### src/rtl/apb4_decoder_timeout.sv
// apb4_decoder_timeout: APB4 one-to-N address decoder with per-transfer child timeout
module apb4_decoder_timeout #(
  parameter int DATA_WIDTH = 32,
  parameter int ADDR_WIDTH = 32,
  parameter int N_CHILD = 4,
  parameter int CHILD_ADDR_BITS = 12,
  parameter logic [ADDR_WIDTH-1:0] BASE_ADDR = '0,
  parameter int TIMEOUT_CYCLES = 256
) (
  input  logic                          PCLK,
  input  logic                          PRESET,
  input  logic                          s_PSEL,
  input  logic                          s_PENABLE,
  input  logic                          s_PWRITE,
  input  logic [2:0]                    s_PPROT,
  input  logic [ADDR_WIDTH-1:0]         s_PADDR,
  input  logic [DATA_WIDTH-1:0]         s_PWDATA,
  input  logic [DATA_WIDTH/8-1:0]       s_PSTRB,
  output logic [DATA_WIDTH-1:0]         s_PRDATA,
  output logic                          s_PREADY,
  output logic                          s_PSLVERR,
  output logic [N_CHILD-1:0]            m_PSEL,
  output logic                          m_PENABLE,
  output logic                          m_PWRITE,
  output logic [2:0]                    m_PPROT,
  output logic [CHILD_ADDR_BITS-1:0]    m_PADDR,
  output logic [DATA_WIDTH-1:0]         m_PWDATA,
  output logic [DATA_WIDTH/8-1:0]       m_PSTRB,
  input  logic [N_CHILD*DATA_WIDTH-1:0] m_PRDATA,
  input  logic [N_CHILD-1:0]            m_PREADY,
  input  logic [N_CHILD-1:0]            m_PSLVERR,
  output logic                          timeout_pulse
);
  localparam int SW = DATA_WIDTH / 8;
  localparam int IW = N_CHILD > 1 ? $clog2(N_CHILD) : 1;
  localparam int CW = TIMEOUT_CYCLES > 1 ? $clog2(TIMEOUT_CYCLES) : 1;
  localparam logic [CW-1:0] LAST = CW'(TIMEOUT_CYCLES > 0 ? TIMEOUT_CYCLES - 1 : 0);
  typedef enum logic [1:0] {IDLE, CSETUP, CACCESS, RESP} state_t;
  state_t state, next;
  logic [IW-1:0] idx;
  logic [CHILD_ADDR_BITS-1:0] addr;
  logic wr, err, drop;
  logic [2:0] prot;
  logic [DATA_WIDTH-1:0] wdata, rdata;
  logic [SW-1:0] strb;
  logic [CW-1:0] cnt;
  logic [ADDR_WIDTH-1:0] win;
  logic hit, start, act, c_ready, expire, done, reply;
  // Addresses below the base are rejected before the subtraction can wrap
  assign win = (s_PADDR - BASE_ADDR) >> CHILD_ADDR_BITS;
  assign hit = s_PADDR >= BASE_ADDR && win < ADDR_WIDTH'(N_CHILD);
  assign start = state == IDLE && s_PSEL && !s_PENABLE;
  assign act = state == CSETUP || state == CACCESS;
  assign c_ready = m_PREADY[idx];
  assign expire = TIMEOUT_CYCLES != 0 && state == CACCESS && !c_ready && cnt == LAST;
  assign done = state == CACCESS && (c_ready || expire);
  assign reply = state == RESP && s_PSEL && s_PENABLE && !drop;
  always_comb begin
    next = state;
    case (state)
      IDLE:    if (start) next = hit ? CSETUP : RESP;
      CSETUP:  next = CACCESS;
      CACCESS: if (done) next = RESP;
      RESP:    if (reply || drop || !s_PSEL) next = IDLE;
      default: next = IDLE;
    endcase
  end
  always_ff @(posedge PCLK) begin
    if (PRESET) begin
      state <= IDLE;
      cnt <= '0;
      idx <= '0;
      addr <= '0;
      wr <= 1'b0;
      prot <= '0;
      wdata <= '0;
      strb <= '0;
      err <= 1'b0;
      drop <= 1'b0;
      rdata <= '0;
    end else begin
      state <= next;
      cnt <= state == CACCESS && !c_ready ? cnt + CW'(1) : '0;
      if (start) begin
        idx <= win[IW-1:0];
        addr <= s_PADDR[CHILD_ADDR_BITS-1:0];
        wr <= s_PWRITE;
        prot <= s_PPROT;
        wdata <= s_PWDATA;
        strb <= s_PSTRB;
        err <= !hit;
        drop <= 1'b0;
        rdata <= '0;
      end
      if (act && !s_PSEL) drop <= 1'b1;
      if (done) begin
        rdata <= m_PRDATA[idx*DATA_WIDTH +: DATA_WIDTH];
        err <= expire || m_PSLVERR[idx];
      end
    end
  end
  // Broadcasts are gated to the child phases so IDLE/RESP present an all-zero bus
  assign m_PSEL = act ? N_CHILD'(1) << idx : '0;
  assign m_PENABLE = state == CACCESS;
  assign m_PWRITE = act && wr;
  assign m_PPROT = act ? prot : '0;
  assign m_PADDR = act ? addr : '0;
  assign m_PWDATA = act ? wdata : '0;
  assign m_PSTRB = act ? strb : '0;
  assign s_PREADY = reply;
  assign s_PSLVERR = reply && err;
  assign s_PRDATA = reply && !err && !wr ? rdata : '0;
  assign timeout_pulse = expire;
endmodule

### config.mk
export PLATFORM = sky130hd
export DESIGN_NAME = apb4_decoder_timeout
export DESIGN_NICKNAME = d
export VERILOG_FILES = /design/src/rtl/apb4_decoder_timeout.sv
export SDC_FILE = /design/constraint.sdc
export NUM_CORES = 1
export LEC_CHECK = 0
export CAP_MARGIN = 5
export CORE_AREA = 2 2 117 119
export CTS_CLUSTER_SIZE = 40
export DETAILED_ROUTE_END_ITERATION = 10
export DIE_AREA = 0 0 119 121
export GPL_ROUTABILITY_DRIVEN = 0
export PLACE_DENSITY = 0.9
export SLEW_MARGIN = 20
export SYNTH_ARGS = -nofsm -noshare
export SYNTH_HDL_FRONTEND = slang
export SYNTH_SLANG_ARGS = --single-unit
### constraint.sdc
create_clock -name PCLK -period 5.2 [get_ports PCLK]
set_clock_uncertainty 0.2 [all_clocks]
set_input_delay 0.52 -clock PCLK [delete_from_list [all_inputs] [get_ports PCLK]]
set_output_delay 0.52 -clock PCLK [all_outputs]
set_load 0.1 [all_outputs]
# ---- Yosys cells after proc, flatten, opt, wreduce, memory -nomap -nowiden
# Index checks and enable logic that the tools add are counted.
dict set report classes {
  addsub 1
  multipliers 0
  div 0
  n_lt_le_gt_ge 3
  eq_ne 7
  shifts 2
  n_mux 21
  n_bitwise 1
  n_reduce_logical 31
}
# cell n
set ops {}
lappend ops {{32-bit two-way mux} 4}
lappend ops {{128-bit by 8-bit variable part select with 32-bit output} 1}
lappend ops {{32-bit by 1-bit >= comparator with 1-bit output (second input constant)} 1}
lappend ops {{20-bit by 3-bit less-than comparator with 1-bit output (second input constant)} 1}
lappend ops {{1-bit logical AND} 14}
lappend ops {{12-bit two-way mux} 1}
lappend ops {{8-bit by 1-bit adder with 8-bit output (second input constant)} 1}
lappend ops {{8-bit == test (second input constant)} 1}
lappend ops {{2-bit two-way mux} 4}
lappend ops {{4-bit two-way mux} 2}
lappend ops {{2-bit one-hot mux with 4 select lines} 1}
lappend ops {{1-bit logical NOT} 7}
lappend ops {{1-bit two-way mux} 6}
lappend ops {{1-bit logical OR} 5}
lappend ops {{1-bit binary-select mux with 2-bit select} 2}
lappend ops {{2-bit == test (second input constant)} 2}
lappend ops {{2-bit by 1-bit != test with 1-bit output (second input constant)} 2}
lappend ops {{2-bit nonzero test} 2}
lappend ops {{1-bit by 2-bit << shifter with 4-bit output (first input constant)} 1}
lappend ops {{2-bit by 3-bit less-than comparator with 1-bit output (second input constant)} 1}
lappend ops {{3-bit two-way mux} 1}
lappend ops {{3-bit AND reduction} 1}
lappend ops {{2-bit by 1-bit == test with 1-bit output (second input constant)} 1}
lappend ops {{2-bit logical NOT} 1}
lappend ops {{3 further kinds} 3}
dict set report word_totals {
  ff_bits 98
  latch_bits 0
  ramBits 0
  rom_bits 0
  elab_cells 77
  n_memories 0
}

# ---- Longest topological paths before layout
dict set report logic_depth {
  depth_word 9
  mapped_depth 8
  mapped_depth_nobuf 6
}

# ---- Worst setup path before layout
# Ideal clock, no wire load.
dict set report synth_path {
  path_type {register to output}
  from {register state[0]}
  to {output port timeout_pulse}
  arrival_time_ps 3745
  t_required_ps 4480
  slack_ps 735
  path_stages_with_launch 7
  cell_sequence {dfxtp_1 inv_1 ha_1 clkbuf_1 nor2b_1 a2bb2oi_1 nor3_1}
}
dict set report synth_between {
  elab_chain_cells 3
}
# element line_no
set synth_rtl {}
lappend synth_rtl {{start: declaration} 39} ;# state_t state, next;
lappend synth_rtl {{start signal: assignment} 82} ;# state <= next;
lappend synth_rtl {{2-bit == test} --}
lappend synth_rtl {{via m_PENABLE} 23} ;# output logic m_PENABLE,
lappend synth_rtl {{1-bit logical AND (2 in series)} 55} ;# assign expire = TIMEOUT_CYCLES != 0 && state == CACCESS && !c_ready && cnt == LAST;
lappend synth_rtl {{end: declaration} 32} ;# output logic timeout_pulse
# The timed path passes the listed nets, and every way through them passes these cells.

# ---- Worst setup path in the final report
dict set report layout_path {
  from {register state[1]}
  to {output port m_PSEL[0]}
}
dict set report layout_between {
  elab_chain_cells 3
}
# element line_no
set layout_rtl {}
lappend layout_rtl {{2-bit by 1-bit == test with 1-bit output or 2-bit == test (tied branches)} 53} ;# assign act = state == CSETUP || state == CACCESS;
lappend layout_rtl {{1-bit logical OR *} 53}
lappend layout_rtl {{4-bit two-way mux *} 103} ;# assign m_PSEL = act ? N_CHILD'(1) << idx : '0;
lappend layout_rtl {{end: declaration} 22} ;# output logic [N_CHILD-1:0] m_PSEL,
# Mark *: on every way between the ends. The rest lies on a longest branch, timed or not.

==> results_dict.tcl <==
set metrics [dict create \
    status "finished, final reports clean" \
    grt_max_degree 87 \
    fin_nets 1121 \
    maxCapViolCount 0 \
    worstHoldPathType "flop to flop" \
    worstPathRequired_ps 4480 \
    yosys-top-cells-count "144 x nand2_1, 98 x dfxtp_1, 85 x and2_1" \
    cts.sinks 98 \
    syn_inst 641 \
    ctsResizeCount 0 \
    clk_latency_ps 340 \
    synthFlopType "dfxtp_1" \
    viasPerCell 5.06 \
    drc 0 \
    die_h_um 121 \
    route.vias.total 5489 \
    synth.most_common_cell "nand2_1" \
    multiInputGateArea_um2 3170 \
    final-seq-area_um2 1960 \
    pwr_density_cell_nw_per_um2 316 \
    first_pass_iters 4 \
    netlist_area_um2 5400 \
    netlist.area_leader.share_pct 36.3 \
    row_count 42 \
    path_cells "inv_1 > ha_1 > buf_4 > nor3b_1 > clkdlybuf4s50_1" \
    grt_overflow 0 \
    crit_fanout 50 \
    setup_violations 0 \
    cts_made_buffers 9 \
    n_fill_cell 1034 \
    crit_type "flop to primary output" \
    cts_hold_buf 0 \
    drtAntennaViolNets 0 \
    fp.dieW_um 119 \
    initial_core_util_pct 41.3 \
    cts_root_buf "clkbuf_16" \
    crit_path_top_delay_cell "clkdlybuf4s50_1" \
    io_pins 304 \
    yosysSeqAreaShare_pct 36.3 \
    htreeDepth 3 \
    port_buffers 303 \
    synth_cell_types 36 \
    period_minus_slack_ps 3770 \
    yosysWarnings 0 \
    ys_top_cells_by_area "dfxtp_1 36%, mux4_2 14%, nand2_1 10%" \
    avgSynthCellArea_um2 8.42 \
    p_leak_nw 3.11 \
    utilization_pct 66.6 \
    core_um2 13100 \
    cts_max_path_buffers 2 \
    cts_tree "done" \
    finalHoldViolCount 0 \
    rsz0062_at_grt "no" \
    final-max-slew-violation-count 0 \
    wl_per_cell_um 16.4 \
    dp_hpwl_um 13300 \
    wirelength_um 17800 \
    antenna_cells 0 \
    slew_headroom_pct 30.6 \
    grt_pass1_wl_um 27600 \
    synth_nets 858 \
    endpoint_kind "primary output" \
    fin_setup_tns_ps 0 \
    synth_edf_count 0 \
    peakVddDrop_uv 219 \
    min_period_over_period_pct 72.5 \
    async_flop_share_pct 0 \
    path_clk_slew_ps 70 \
    fmax_ghz 0.265 \
    start_kind "flop" \
    ys_seq_elements 98 \
    drive_gt1_share_pct 11.2 \
    critPathArrivalTime_ps 3050 \
    synth_top_area_cell "dfxtp_1" \
    worstMarginPinSlew_ps 1040 \
    dieArea_um2 14400 \
    grt_pass1_vias 5549 \
    slowest_delay_ps 1170 \
    synthToLayoutAreaGrowth_pct 61.4 \
    dr.first_iter.drc_count 368 \
    antenna_found_initial 0 \
    grt_usage_pct 24.4 \
    cts_setup_buffers 0 \
]
==> placed cells by master (no fill, tap or decap), drive strengths merged <==
master / count
a21o: 32
a21oi: 87
a221oi: 1
a2bb2oi: 1
and2: 86
and3: 3
and3b: 2
buf: 34
bufinv: 1
clkbuf: 11
clkdlybuf4s50: 277
clkinv: 2
clkinvlp: 2
dfxtp: 98
ha: 5
inv: 5
mux2: 1
mux2i: 3
mux4: 34
nand2: 144
nand2b: 1
nand3: 39
nand3b: 1
nand4: 2
nor2: 14
nor2b: 3
nor3: 2
nor3b: 2
nor4: 4
o21ai: 2
o21bai: 1
o221ai: 2
or2: 1
xnor2: 3
xor2: 3
==> metal layers <==
layer / vias up / part of all wire (%) / GRT usage (%)
met5: - / 0 / 0
met4: 0 / 2.3 / 7.89
met1: 2567 / 40 / 28.2
li1: 2700 / - / -
met2: 191 / 52 / 43.6
met3: 31 / 5.8 / 6.67
==> cells by family (layout without fill, tap and decap cells) <==
| family | after synthesis | count (layout) | share of synthesized area [%] |
|---|---|---|---|
| adders and majority gates | 5 | 5 | 1.16 |
| xor gates and xnor gates | 6 | 6 | 0.973 |
| AOI/OAI and AO/OA | 126 | 126 | 14.4 |
| and+or+nand+nor | 304 | 304 | 27.1 |
| buffers and inverters | 64 | 332 | 5.10 |
| muxes | 38 | 38 | 14.9 |
| DFF | 98 | 98 | 36.3 |
==> cell type report <==
| cell class | count | share of cell area (%) |
|---|---|---|
| Sequential cell | 98 | 22.5 |
| Multi-Input combinational cell | 479 | 36.4 |
| Clock inverter | 5 | 0.718 |
| Timing Repair Buffer | 311 | 34.7 |
| Tap cell | 176 | 2.53 |
| Inverter | 5 | 0.215 |
| Clock buffer | 11 | 2.90 |
==> sequential cells by signal, indices dropped and copies added (netlist names) <==
name / flops
rdata: 32
strb: 4
prot: 3
idx: 2
err: 1
cnt: 8
wdata: 32
state: 2
addr: 12
wr: 1
drop: 1
==> final timing paths <==
check	startpoint	end	slack, ps	cells after the start
max	state[1]$_SDFFE_PP0P_	m_PSEL[0]	1430	5
min	cnt[0]$_SDFF_PP0_	cnt[0]$_SDFF_PP0_	250	1
max reg2reg	idx[1]$_SDFFE_PP0P_	rdata[19]$_SDFFE_PP0P_	2450	6
min reg2reg	cnt[0]$_SDFF_PP0_	cnt[0]$_SDFF_PP0_	250	1
==> report_power, final <==
| group | internal, W | switching (W) |
|---|---|---|
| logic | 0.000416 | 0.000755 |
| clock network | 0.000401 | 0.000287 |
| registers | 0.000837 | 0.0000547 |
==> worst max-delay path: cells and delay by family, from the launching register on <==
family | cells | cell delay [ps]
buffers and inverters | 3 | 1650
adder cells (fa/ha/maj) | 1 | 420
flip-flops | 1 | 370
AND/OR/NAND/NOR | 1 | 240
==> through the flow <==
step                      std cells  power [W]  setup slack, ps  area [um2]  hold WS [ps]
final                          1085    0.00275             1430        8720           247
after detailed placement       1069    0.00209             1450        8400           238
after global routing           1085    0.00289             1230        8720           272
after global placement         1069    0.00207             1500        8400           231
after CTS                      1085    0.00278             1400        8720           251
after floorplan                 641    0.00172              735        5400           218
No activity file was read; power rests on OpenSTA's default activity.
